==> config.mk <==
export PLATFORM = sky130hd
export DESIGN_NAME = uart_receive_eng_flat
export DESIGN_NICKNAME = d
export VERILOG_FILES = /design/src/rtl/uart_pkg.sv /design/src/rtl/uart_receive_eng_if.sv /design/src/rtl/uart_bit_timer.sv /design/src/rtl/uart_receive_eng.sv /design/src/flat_wrapper.sv
export SDC_FILE = /design/constraint.sdc
export NUM_CORES = 1
export LEC_CHECK = 0
export ABC_AREA = 1
export CAP_MARGIN = 20
export CORE_AREA = 2 2 78 110
export CTS_BUF_LIST = sky130_fd_sc_hd__clkbuf_4
export CTS_CLUSTER_SIZE = 12
export DETAILED_ROUTE_END_ITERATION = 6
export DIE_AREA = 0 0 80 112
export DONT_BUFFER_PORTS = 1
export PLACE_DENSITY = 0.59
export RECOVER_POWER = 50
export SKIP_CTS_REPAIR_TIMING = 1
export SYNTH_ARGS = -nofsm -noshare
export SYNTH_HDL_FRONTEND = slang
export SYNTH_HIERARCHICAL = 1
export SYNTH_SLANG_ARGS = --single-unit
==> constraint.sdc <==
create_clock -name i_clk -period 4.9 [get_ports i_clk]
set_input_delay 0.98 -clock i_clk [delete_from_list [all_inputs] [get_ports i_clk]]
set_output_delay 0.98 -clock i_clk [all_outputs]
set_load 0.03 [all_outputs]
==> src/rtl/uart_pkg.sv <==
// Shared UART definitions: baud-rate table, counter width default, receive FSM
// state encoding and frame sizing. Used by both the receive and transmit engines.
package uart_pkg;

    // Widest bit-time counter needed for the slowest baud code (333333 clocks)
    localparam int CNT_W_DEFAULT = 19;

    // Most bits sampled after the start bit: 8 data + parity + stop
    localparam int SHIFT_W = 10;

    // Receive FSM states
    typedef enum logic [1:0] {
        ST_IDLE  = 2'd0,
        ST_START = 2'd1,
        ST_DATA  = 2'd2,
        ST_DONE  = 2'd3
    } rx_state_t;

    // Bit time in system clocks for each 4-bit baud code; codes 12-15 alias the slowest rate
    function automatic logic [CNT_W_DEFAULT-1:0] baud_count(input logic [3:0] code);
        case (code)
            4'd0:    return 19'd333333;
            4'd1:    return 19'd83333;
            4'd2:    return 19'd41667;
            4'd3:    return 19'd20833;
            4'd4:    return 19'd10417;
            4'd5:    return 19'd5208;
            4'd6:    return 19'd2604;
            4'd7:    return 19'd1736;
            4'd8:    return 19'd868;
            4'd9:    return 19'd434;
            4'd10:   return 19'd217;
            4'd11:   return 19'd109;
            default: return 19'd333333;
        endcase
    endfunction

endpackage

==> src/rtl/uart_receive_eng_if.sv <==
// Host-side bundle of the UART receive engine: serial line, framing
// configuration, the received byte with its status flags and the READ strobe.
interface uart_receive_eng_if;

    logic       rx;
    logic [3:0] baud;
    logic       eight;
    logic       parity_en;
    logic       odd_n_even;
    logic       read;
    logic [7:0] uart_data;
    logic       rxrdy;
    logic       perr;
    logic       ferr;
    logic       ovf;

    // Host / line side: drives the line and configuration, consumes the byte
    modport master (
        output rx, baud, eight, parity_en, odd_n_even, read,
        input  uart_data, rxrdy, perr, ferr, ovf
    );

    // Receive engine side
    modport slave (
        input  rx, baud, eight, parity_en, odd_n_even, read,
        output uart_data, rxrdy, perr, ferr, ovf
    );

endinterface

==> src/rtl/uart_bit_timer.sv <==
// Bit-time generator shared by the UART engines. While i_run is high it counts
// clocks and emits a one-cycle o_tick after half a bit time (i_half_sel=1) or a
// full bit time (i_half_sel=0), then restarts. Dropping i_run clears the count.
module uart_bit_timer
    import uart_pkg::*;
#(
    parameter int CNT_W = CNT_W_DEFAULT
) (
    input  logic       i_clk,
    input  logic       i_reset,
    input  logic [3:0] i_baud,
    input  logic       i_run,
    input  logic       i_half_sel,
    output logic       o_tick
);

    logic [CNT_W-1:0] r_cnt;
    logic [CNT_W-1:0] w_full;
    logic [CNT_W-1:0] w_target;

    // Select the terminal count: full bit time or half of it for the mid-start sample
    always_comb begin
        w_full   = CNT_W'(baud_count(i_baud));
        w_target = i_half_sel ? (w_full >> 1) : w_full;
    end

    assign o_tick = i_run && (r_cnt == (w_target - CNT_W'(1)));

    // Free-running count while enabled, restarting at the terminal value
    always_ff @(posedge i_clk) begin
        if (i_reset || !i_run || o_tick) begin
            r_cnt <= '0;
        end else begin
            r_cnt <= r_cnt + CNT_W'(1);
        end
    end

endmodule

==> src/rtl/uart_receive_eng.sv <==
// UART receive engine. The serial line is synchronized, a start bit is confirmed
// at mid-bit, then data, optional parity and stop bits are sampled once per bit
// time into a shift register. A one-cycle DONE state commits the byte and status
// flags to the host registers, which hold until the host pulses READ.
module uart_receive_eng
    import uart_pkg::*;
#(
    parameter int CNT_W      = CNT_W_DEFAULT,
    parameter int SYNC_DEPTH = 2
) (
    input  logic               i_clk,
    input  logic               i_reset,
    uart_receive_eng_if.slave  bus
);

    // Synchronizer and FSM
    logic [SYNC_DEPTH-1:0] r_sync;
    logic                  w_rx_s;
    rx_state_t             r_state;
    rx_state_t             w_next_state;

    // Timer control
    logic                  w_run;
    logic                  w_half_sel;
    logic                  w_tick;

    // Sampling datapath
    logic [SHIFT_W-1:0]    r_shift;
    logic [3:0]            r_bit_cnt;
    logic [3:0]            w_num_samples;
    logic                  w_sample;
    logic                  w_clear_bits;
    logic                  w_commit;
    logic [SHIFT_W-1:0]    w_aligned;
    logic [7:0]            w_data;
    logic                  w_parity_bit;
    logic                  w_stop_bit;
    logic                  w_perr;

    // Host-visible registers
    logic [7:0]            r_data;
    logic                  r_rxrdy;
    logic                  r_perr;
    logic                  r_ferr;
    logic                  r_ovf;

    assign w_rx_s = r_sync[SYNC_DEPTH-1];

    // Bits sampled after the start bit: data bits, optional parity, stop
    assign w_num_samples = (bus.eight ? 4'd8 : 4'd7) + {3'b000, bus.parity_en} + 4'd1;

    uart_bit_timer #(
        .CNT_W (CNT_W)
    ) u_bit_timer (
        .i_clk      (i_clk),
        .i_reset    (i_reset),
        .i_baud     (bus.baud),
        .i_run      (w_run),
        .i_half_sel (w_half_sel),
        .o_tick     (w_tick)
    );

    // Metastability synchronizer; loads idle-high so reset never fakes a start edge
    always_ff @(posedge i_clk) begin
        if (i_reset) begin
            r_sync <= '1;
        end else begin
            r_sync <= {r_sync[SYNC_DEPTH-2:0], bus.rx};
        end
    end

    // FSM state register
    always_ff @(posedge i_clk) begin
        if (i_reset) begin
            r_state <= ST_IDLE;
        end else begin
            r_state <= w_next_state;
        end
    end

    // Next-state and control decode; the timer only runs in START and DATA, so
    // every state change either drops run or coincides with a terminal tick
    always_comb begin
        w_next_state = r_state;
        w_run        = 1'b0;
        w_half_sel   = 1'b0;
        w_sample     = 1'b0;
        w_clear_bits = 1'b0;
        w_commit     = 1'b0;
        case (r_state)
            ST_IDLE: begin
                if (!w_rx_s) begin
                    w_next_state = ST_START;
                end
            end
            ST_START: begin
                w_run      = 1'b1;
                w_half_sel = 1'b1;
                if (w_tick) begin
                    if (w_rx_s) begin
                        w_next_state = ST_IDLE;
                    end else begin
                        w_next_state = ST_DATA;
                        w_clear_bits = 1'b1;
                    end
                end
            end
            ST_DATA: begin
                w_run = 1'b1;
                if (w_tick) begin
                    w_sample = 1'b1;
                    if (r_bit_cnt == (w_num_samples - 4'd1)) begin
                        w_next_state = ST_DONE;
                    end
                end
            end
            ST_DONE: begin
                w_commit     = 1'b1;
                w_next_state = ST_IDLE;
            end
            default: begin
                w_next_state = ST_IDLE;
            end
        endcase
    end

    // Shift samples in from the top (LSB arrives first) and count them
    always_ff @(posedge i_clk) begin
        if (i_reset) begin
            r_shift   <= '0;
            r_bit_cnt <= '0;
        end else if (w_clear_bits) begin
            r_bit_cnt <= '0;
        end else if (w_sample) begin
            r_shift   <= {w_rx_s, r_shift[SHIFT_W-1:1]};
            r_bit_cnt <= r_bit_cnt + 4'd1;
        end
    end

    // Right-justify the frame so data starts at bit 0 whatever the frame length
    always_comb begin
        w_aligned    = r_shift >> (4'(SHIFT_W) - w_num_samples);
        w_data       = bus.eight ? w_aligned[7:0] : {1'b0, w_aligned[6:0]};
        w_parity_bit = bus.eight ? w_aligned[8] : w_aligned[7];
        w_stop_bit   = r_shift[SHIFT_W-1];
        w_perr       = bus.parity_en & (^w_data ^ w_parity_bit ^ bus.odd_n_even);
    end

    // Host registers: a commit always beats a READ in the same cycle
    always_ff @(posedge i_clk) begin
        if (i_reset) begin
            r_data  <= '0;
            r_rxrdy <= 1'b0;
            r_perr  <= 1'b0;
            r_ferr  <= 1'b0;
            r_ovf   <= 1'b0;
        end else if (w_commit) begin
            r_data  <= w_data;
            r_perr  <= w_perr;
            r_ferr  <= ~w_stop_bit;
            r_ovf   <= r_rxrdy;
            r_rxrdy <= 1'b1;
        end else if (bus.read && r_rxrdy) begin
            r_rxrdy <= 1'b0;
            r_perr  <= 1'b0;
            r_ferr  <= 1'b0;
            r_ovf   <= 1'b0;
        end
    end

    assign bus.uart_data = r_data;
    assign bus.rxrdy     = r_rxrdy;
    assign bus.perr      = r_perr;
    assign bus.ferr      = r_ferr;
    assign bus.ovf       = r_ovf;

endmodule
==> src/flat_wrapper.sv <==
// flat-port wrapper written by rule: the top's interface ports become plain ports
module uart_receive_eng_flat import uart_pkg::*;
#(
    parameter int CNT_W      = CNT_W_DEFAULT,
    parameter int SYNC_DEPTH = 2
)
  (i_clk, i_reset, bus_rx, bus_baud, bus_eight, bus_parity_en, bus_odd_n_even, bus_read, bus_uart_data, bus_rxrdy, bus_perr, bus_ferr, bus_ovf);
  uart_receive_eng_if bus_i ();
  input  logic i_clk;
  input  logic i_reset;
  input wire logic [$bits(bus_i.rx)-1:0] bus_rx;
  input wire logic [$bits(bus_i.baud)-1:0] bus_baud;
  input wire logic [$bits(bus_i.eight)-1:0] bus_eight;
  input wire logic [$bits(bus_i.parity_en)-1:0] bus_parity_en;
  input wire logic [$bits(bus_i.odd_n_even)-1:0] bus_odd_n_even;
  input wire logic [$bits(bus_i.read)-1:0] bus_read;
  output wire logic [$bits(bus_i.uart_data)-1:0] bus_uart_data;
  output wire logic [$bits(bus_i.rxrdy)-1:0] bus_rxrdy;
  output wire logic [$bits(bus_i.perr)-1:0] bus_perr;
  output wire logic [$bits(bus_i.ferr)-1:0] bus_ferr;
  output wire logic [$bits(bus_i.ovf)-1:0] bus_ovf;
  assign bus_i.rx = bus_rx;
  assign bus_i.baud = bus_baud;
  assign bus_i.eight = bus_eight;
  assign bus_i.parity_en = bus_parity_en;
  assign bus_i.odd_n_even = bus_odd_n_even;
  assign bus_i.read = bus_read;
  assign bus_uart_data = bus_i.uart_data;
  assign bus_rxrdy = bus_i.rxrdy;
  assign bus_perr = bus_i.perr;
  assign bus_ferr = bus_i.ferr;
  assign bus_ovf = bus_i.ovf;
  uart_receive_eng #(.CNT_W(CNT_W), .SYNC_DEPTH(SYNC_DEPTH)) u_core (.i_clk(i_clk), .i_reset(i_reset), .bus(bus_i));
endmodule
==> results.tsv, run 1 <==
metric	value	unit
Synth Register Bits	49	
CTS buffer count	5	
setup TNS	0	ns
Hold Worst Slack	0.457	ns
critical path arrival	4.06	ns
Setup Slack @ Placement	0.701	ns
PD cells	267	mW/mm^2
full die area	0.00896	mm^2
clock tree sinks	49	
status	finished clean	
initial antenna violation count	0	
Yosys top cell by area	dfxtp_1	
Syn Inst Count	608	
Routed Antenna Nets	0	
Placement Cell Area	0.00392	mm^2
Nets	635	
mapped cell area	0.00387	mm^2
synth unique cells	34	
kind of critical path	input port to register	
r2r endpoint	u_core/r_shift[2]$_SDFFE_PP0P_	
number of enable flip-flop cells after synthesis	0	
fillers	876	
worst-path maximum fanout	8	
Final Hold Fails	0	
Worst EP required	5.17	ns
Die Width	80	um
hold depth	1	
most frequent cell after synthesis	nand2_1	
Die H	112	um
HP Class	register to register	
sequential fraction of the synthesis area	25.3	%
All-Layer GR Usage	21.7	%
Root Driver	clkbuf_4	
DP HPWL	7.29	mm
P&R area growth vs syn	1.36	%
Pins Over Slew Limit	0	
IO Pins	23	
first-pass GRT wire length	15.5	mm
Tmin final	3.79	ns
DRT Wirelength	9.05	mm
Slew @ Worst Pin	0.661	ns
Worst-Skew Late Latency	0.37	ns
clock skew	0.0196	ns
Final setup viols	0	
relative slew slack	55.8	%
CTS max path bufs	2	
core box area	0.00800	mm^2
hold_sp	u_core/r_sync[0]$_SDFF_PP1_	
vias per cell	5.16	
initial core utilization	48.4	%
R2R depth	22	
critical path launch point type	input port	
r2r setup slk	1.40	ns
DRT iter0 DRCs	124	
RSZ-0062 raised after global routing	no	
CP Capture Type	register	
Critical Path End	u_core/r_shift[2]$_SDFFE_PP0P_	
maximum vdd drop	0.000184	V
Critical Path Source	bus_baud[1]	
WL/cell	12.8	um
Synth Net Count	641	
# DRC	0	
Synth Flop Type	dfxtp_1	
largest net degree at the start of global routing	20	
Max Freq	264	MHz
total gr overflow	0	
gpl congestion	0.873	
Setup WS post-layout	1.11	ns
first-pass iteration count of the detailed router	5	
diodes inserted	0	
Final Instance Area	0.00392	mm^2
Synth area leaders	dfxtp_1, nand2_1, nand3_1	
vias in the first global route	3528	
asr flop ratio synth	0	%
most frequent cells after synthesis	nand2_1, inv_1, nand3_1	
share of layout cells above drive strength 1	7.46	%
row cnt	39	
fin util	49.0	%
Syn Area/Cell	6.37	um^2
Warnings, synthesis	6	
crit share post-route	77.3	%
post-synth top area share	25.3	%
Leak	0.00183	uW
CTS tree	done	
PortBufs	0	
# Max-Cap Violations	0	
H-tree depth	2	
clock slew at reported path FFs	0.15	ns
vias post-DR	3636	
[state kept, by name (all words and copies together) (netlist names), named ones only]
| register | cells |
|---|---|
| u_core/bus.ovf | 1 |
| u_core/bus.perr | 1 |
| u_core/bus.uart_data | 8 |
| u_core/u_bit_timer/r_cnt | 19 |
| u_core/r_sync | 2 |
| u_core/r_state | 1 |
| u_core/bus.ferr | 1 |
| u_core/bus.rxrdy | 1 |
| u_core/r_shift | 10 |
| u_core/r_bit_cnt | 4 |
[kinds of logic (layout without fill, tap and decap cells)]
kind of cell | after synthesis | in the layout | share of synthesized area [%]
simple gates | 353 | 353 | 42.7
buf+inv | 99 | 94 | 10.7
compound gates | 56 | 56 | 7.63
flops | 49 | 49 | 25.3
xor+xnor | 29 | 29 | 6.56
fa+ha+maj | 22 | 22 | 7.11
[critical path, cell delays in order]
cell     delay (ns)
inv_1          0.13
ha_1           0.30
ha_1           0.19
inv_1          0.05
nand2_1        0.06
nand4_1        0.09
nand2_1        0.09
ha_1           0.23
xnor2_1        0.18
inv_1          0.06
nand2_1        0.06
nand2_1        0.04
nor2_1         0.10
nand3_1        0.08
nor2_1         0.10
nand2_1        0.05
nor3_1         0.14
nand2_1        0.10
inv_1          0.11
nand2_1        0.10
nor2_1         0.37
inv_1          0.20
o21ai_0        0.19
a21oi_1        0.06
[worst min-delay path by stage]
| stage | endpoint | slack, ns |
|---|---|---|
| 2_1_floorplan | u_core/r_sync[1]$_SDFF_PP1_ | 0.39 |
| 3_3_place_gp | u_core/r_sync[1]$_SDFF_PP1_ | 0.42 |
| 3_5_place_dp | u_core/r_sync[1]$_SDFF_PP1_ | 0.41 |
| 4_1_cts | u_core/r_sync[1]$_SDFF_PP1_ | 0.46 |
| 5_1_grt | u_core/r_sync[1]$_SDFF_PP1_ | 0.46 |
| 6_report | u_core/r_sync[1]$_SDFF_PP1_ | 0.46 |
[per-stage QoR]
stage	std cells	power (uW)
global route	705	1140
detailed placement	697	885
global placement	697	881
floorplan	608	806
finish	705	1050
CTS	705	1070
[cells in the final DEF (no fill, tap or decap), types with 2 or more instances in the layout]
master,count
a21oi_1,22
clkinv_1,3
nand3_2,10
dfxtp_1,49
or2_2,3
clkbuf_4,5
inv_2,6
nand3b_1,3
nand3_1,71
xor2_1,20
nor2_2,2
buf_4,2
xnor2_1,9
nand2_2,9
nand4_1,11
nand2_4,2
nand2_1,168
nor2_1,60
nor3_1,10
inv_1,76
ha_1,22
o21ai_0,28
o211ai_1,3
[metal layers]
metal	track usage, %	routed length, um	vias to the layer above
met3	2.76	205	21
met2	41.2	4940	52
met5	0	0	-
met1	23.0	3570	1647
li1	-	-	1916
met4	9.60	332	0
[where the power goes]
group	total [uW]	switching, uW	internal (uW)	leakage, uW
Sequential	438	25.6	413	0.000395
Combinational	429	287	142	0.00141
Clock	179	127	52.2	0.0000300
[area by class of cell]
cell class / instances / area (um^2) / area share, %
Clock buffer: 5 / 37.5 / 0.957
Timing Repair Buffer: 2 / 15.0 / 0.383
Multi-Input combinational cell: 460 / 2430 / 62.0
Inverter: 84 / 318 / 8.10
Sequential cell: 49 / 981 / 25.0
Clock inverter: 3 / 12.5 / 0.319
Tap cell: 102 / 128 / 3.25
(Power assumes the default switching activity.)
==> run 2: changes to the inputs <==
Clock period 4.9 ns to 3.9 ns, I/O delays scaled along.
==> results.tsv, run 2 (same netlist as run 1, synthesis figures left out) <==
metric	value	unit	change
Die Width	80	um	unchanged
Root Driver	clkbuf_4		
clock tree sinks	49		unchanged
setup TNS	0	ns	unchanged
RSZ-0062 raised after global routing	no		
critical path arrival	3.62	ns	-0.44 ns
total design power	1340	uW	+28%
maximum vdd drop	0.000222	V	+20%
diodes inserted	0		unchanged
Critical Path Source	bus_baud[0]		
gpl congestion	0.856		-2.0%
commonest cells after routing, fill and taps aside	nand2_1, inv_1, nand3_1, nor2_1, dfxtp_1		
Tmin final	3.34	ns	
PD cells	338	mW/mm^2	+27%
DRT iter0 DRCs	162		+31%
# Max-Cap Violations	0		unchanged
DRT Wirelength	9.01	mm	-0.44%
Die H	112	um	unchanged
critical path's most frequent cell	nand2_1		
All-Layer GR Usage	21.8	%	+0.11 points
crit share post-route	85.5	%	
H-tree depth	2		unchanged
initial antenna violation count	0		unchanged
Routed Antenna Nets	0		unchanged
Max Freq	300	MHz	
Slew @ Worst Pin	0.654	ns	-0.00638 ns
Final setup viols	0		unchanged
first-pass iteration count of the detailed router	4		-1
Worst EP required	4.18	ns	-0.99 ns
vias post-DR	3597		-1.1%
total gr overflow	0		unchanged
HP Class	input port to register		
CTS max path bufs	2		unchanged
CTS tree	done		
R2R depth	24		+9.1%
delay-heaviest family, CP	simple AND/OR/NAND/NOR gates		
Leak	0.00184	uW	+0.39%
Pins Over Slew Limit	0		unchanged
initial core utilization	48.4	%	unchanged
critical path launch point type	input port		
relative slew slack	56.3	%	+0.43 points
Top reg by flops	u_core/u_bit_timer/r_cnt		
kind of critical path	input port to register		
share of layout cells above drive strength 1	8.75	%	+1.3 points
CP Capture Type	register		
# DRC	0		unchanged
Worst-Skew Late Latency	0.38	ns	about the same
largest net degree at the start of global routing	20		unchanged
WL/cell	12.7	um	-0.86%
CTS buffer count	5		unchanged
Buf+Inv Stages, Crit Path	3		-2
status	finished clean		
DP HPWL	7.32	mm	+0.43%
worst-path maximum fanout	6		-2
Final Hold Fails	0		unchanged
vias per cell	5.08		-1.5%
Levels on crit path	25		+4.2%
r2r setup slk	0.66	ns	-0.74 ns
clock skew	0.0106	ns	-0.00899 ns
P&R area growth vs syn	2.71	%	
row cnt	39		unchanged
Slowest-stage cell, CP	ha_1		
commonest non-fill, non-tap cell in the layout	nand2_1		
vias in the first global route	3479		-1.4%
CP max stage delay	0.35	ns	-0.02 ns
IO Pins	23		unchanged
Nets	638		+0.47%
first-pass GRT wire length	15.5	mm	+0.31%
clock slew at reported path FFs	0.14	ns	about the same
PortBufs	0		unchanged
max FFs per register	19		unchanged
full die area	0.00896	mm^2	unchanged
core box area	0.00800	mm^2	unchanged
run 2: changes by cell type in the layout (fill, tap and decap cells not counted), moves of 2 or more:
cell	previous run	this run
buf_4	2	5
nand2_1	168	166
nand2_2	9	11
nand3_1	71	73
nand3_2	10	8
nor2_1	60	58
run 2: cell type report:
class                      count  area [um^2]
timing repair buffer           5         37.5
tap                          102          128
clock buffer                   5         37.5
inverter                      84          318
fill                         875         4030
multi-input combinational    460         2460
sequential                    49          981
clock inverter                 3         12.5
run 2: worst register-to-register path, delay by kind of cell (launching register included):
family                   cells  cell delay, ns
buffers and inverters        4            0.53
AO/OA/AOI/OAI                4            0.45
XOR/XNOR                     1            0.15
flip-flops                   1            0.38
adder cells (fa/ha/maj)      2            0.47
AND/OR/NAND/NOR             13            1.19
run 2: per-stage QoR:
step | hold WS (ns) | instance area (um^2) | util [%] | setup slack (ns) | cells
2_1_floorplan | 0.389 | 3870 | - | 0.359 | 608
3_3_place_gp | 0.416 | 3940 | 49.2 | 0.180 | 700
3_5_place_dp | 0.410 | 3940 | 49.2 | 0.0708 | 700
4_1_cts | 0.419 | 3990 | 49.9 | 0.407 | 708
5_1_grt | 0.422 | 3980 | 49.7 | 0.0787 | 708
6_report | 0.440 | 3980 | 49.7 | 0.565 | 708
run 2: power breakdown:
group          internal [uW]  switching (uW)
sequential               519            33.2
combinational            193             371
clock                   65.6             163
run 2: worst min-delay path by stage:
stage,cells past startpoint,slack [ns],startpoint,to
2_1_floorplan,1,0.39,u_core/r_sync[0]$_SDFF_PP1_,u_core/r_sync[1]$_SDFF_PP1_
3_3_place_gp,1,0.42,u_core/r_sync[0]$_SDFF_PP1_,u_core/r_sync[1]$_SDFF_PP1_
3_5_place_dp,1,0.41,u_core/r_sync[0]$_SDFF_PP1_,u_core/r_sync[1]$_SDFF_PP1_
4_1_cts,1,0.42,i_reset,u_core/bus.perr$_SDFFE_PP0P_
5_1_grt,1,0.42,i_reset,u_core/bus.perr$_SDFFE_PP0P_
6_report,1,0.44,i_reset,u_core/bus.perr$_SDFFE_PP0P_
run 2: metal layers:
metal / global-route usage (%) / wire [um] / up-vias
li1: - / - / 1919
met1: 23.2 / 3580 / 1620
met2: 42.2 / 5000 / 42
met3: 2.67 / 209 / 16
met4: 8.14 / 222 / 0
met5: 0 / 0 / -
==> run 3: changes to the inputs <==
Settings changed: PLACE_DENSITY 0.59 to 0.62.
Clock period 3.9 ns to 3.05 ns, I/O delays scaled along.
==> results.tsv, run 3 (same netlist as run 1, synthesis figures left out) <==
metric	value	unit	change
Slew @ Worst Pin	0.599	ns	-0.0550 ns
Critical Path End	u_core/r_shift[1]$_SDFFE_PP0P_		
CP max stage delay	0.30	ns	-0.05 ns
share of layout cells above drive strength 1	19.5	%	+11 points
# DRC	0		unchanged
IO Pins	23		unchanged
DRT Wirelength	9.67	mm	+7.3%
area occupied by multi-input gates	0.00260	mm^2	+5.7%
vias in the first global route	3714		+6.8%
maximum vdd drop	0.000221	V	-0.53%
Worst EP required	3.36	ns	-0.82 ns
Worst-Skew Late Latency	0.39	ns	about the same
clock skew	0.0178	ns	+0.00720 ns
Die H	112	um	unchanged
Placement Cell Area	0.00418	mm^2	+6.2%
critical path arrival	3.29	ns	-0.33 ns
crit share post-route	97.7	%	
Levels on crit path	24		-4.0%
CTS tree	done		
WL/cell	13.1	um	+2.8%
R2R depth	21		-13%
commonest cells after routing, fill and taps aside	nand2_1, nand3_1, inv_1, nor2_1, dfxtp_1		
P&R area growth vs syn	13.0	%	
status	finished clean		
Pins Over Slew Limit	0		unchanged
Routed Antenna Nets	0		unchanged
kind of critical path	input port to register		
CP Capture Type	register		
Nets	669		+4.9%
Buf+Inv Stages, Crit Path	5		+2
CTS buffer count	5		unchanged
largest net degree at the start of global routing	20		unchanged
Sequential Area	982	um^2	+0.13%
clock slew at reported path FFs	0.14	ns	about the same
full die area	0.00896	mm^2	unchanged
CP cell instances	clkinvlp_4 > ha_4 > ha_4 > inv_2 > nand2_2 > nand4_1 > nand2_2 > ha_4 > xnor2_1 > nor2_1 > nand3_1 > nor2_1 > nand3_1 > nor2_1 > nand2_1 > nor3_2 > nand2_1 > inv_2 > buf_4 > nand2_4 > nor2_4 > buf_6 > o21ai_0 > a21oi_1		
Die Width	80	um	unchanged
clock tree sinks	49		unchanged
total gr overflow	0		unchanged
Root Driver	clkbuf_4		
gpl congestion	0.878		+2.6%
H-tree depth	2		unchanged
worst-path maximum fanout	8		+2
# Max-Cap Violations	0		unchanged
Slowest-stage cell, CP	ha_4		
PD cells	425	mW/mm^2	+26%
Critical Path Source	bus_baud[1]		
HP Class	input port to register		
vias post-DR	3793		+5.4%
delay-heaviest family, CP	simple AND/OR/NAND/NOR gates		
initial core utilization	48.4	%	unchanged
relative slew slack	60.0	%	+3.8 points
Tmin final	2.98	ns	
hold_sp	i_reset		
PortBufs	0		unchanged
first-pass iteration count of the detailed router	4		unchanged
max FFs per register	19		unchanged
first-pass GRT wire length	16.1	mm	+3.3%
initial antenna violation count	0		unchanged
core box area	0.00800	mm^2	unchanged
CTS max path bufs	2		unchanged
fin util	54.6	%	+5.0 points
RSZ-0062 raised after global routing	yes		
row cnt	39		unchanged
vias per cell	5.13		+1.0%
total design power	1860	uW	+38%
Top reg by flops	u_core/u_bit_timer/r_cnt		
DRT iter0 DRCs	152		-6.2%
r2r setup slk	0.07	ns	-0.59 ns
Leak	0.00201	uW	+9.3%
fillers	824		-5.8%
DP HPWL	7.83	mm	+6.9%
Final Instance Area	0.00437	mm^2	+10%
Max Freq	336	MHz	
All-Layer GR Usage	22.3	%	+0.52 points
commonest non-fill, non-tap cell in the layout	nand2_1		
critical path launch point type	input port		
Final setup viols	0		unchanged
diodes inserted	0		unchanged
r2r endpoint	u_core/r_shift[1]$_SDFFE_PP0P_		
Final Hold Fails	0		unchanged
[run 3: power by group]
group	switching (uW)	total [uW]	internal [uW]	leakage, uW
combinational	519	868	349	0.00158
sequential	39.1	703	664	0.000396
clock	203	287	83.7	0.0000300
[run 3: how the worst min path moves through the flow]
stage | endpoint | slack (ns) | depth (start not counted)
6_report | u_core/bus.perr$_SDFFE_PP0P_ | 0.27 | 1
5_1_grt | u_core/bus.perr$_SDFFE_PP0P_ | 0.24 | 1
4_1_cts | u_core/bus.perr$_SDFFE_PP0P_ | 0.25 | 1
3_5_place_dp | u_core/r_sync[1]$_SDFF_PP1_ | 0.39 | 1
3_3_place_gp | u_core/r_sync[1]$_SDFF_PP1_ | 0.41 | 1
2_1_floorplan | u_core/r_sync[1]$_SDFF_PP1_ | 0.39 | 1
[run 3: area by class of cell]
class                   count  area share [%]
clock inverters             3           0.286
clock buffers               5           0.858
flip-flops and latches     49            22.5
inverters                  84            7.50
multi-input cells         460            59.5
well taps                 102            2.92
repair buffers             36            6.44
[run 3: per-stage QoR]
step / std cells / TNS (ns) / setup slack, ns / hold WS [ns]
after floorplan: 608 / -0.581 / -0.173 / 0.389
after global placement: 726 / -2.22 / -0.243 / 0.412
after detailed placement: 726 / -3.06 / -0.299 / 0.394
final: 739 / 0 / 0.0695 / 0.268
after global routing: 739 / -2.04 / -0.214 / 0.242
after CTS: 734 / -0.272 / -0.0553 / 0.249
[run 3: per-layer routing]
layer  vias to the layer above  share of wire [%]  wire, um  global-route usage, %
met3                        31                3.5       342                   2.59
met5                         -                  0         0                      0
met2                        84                 55      5350                   44.5
met1                      1701                 37      3570                   21.5
met4                         0                4.3       412                   10.8
li1                       1977                  -         -                      -
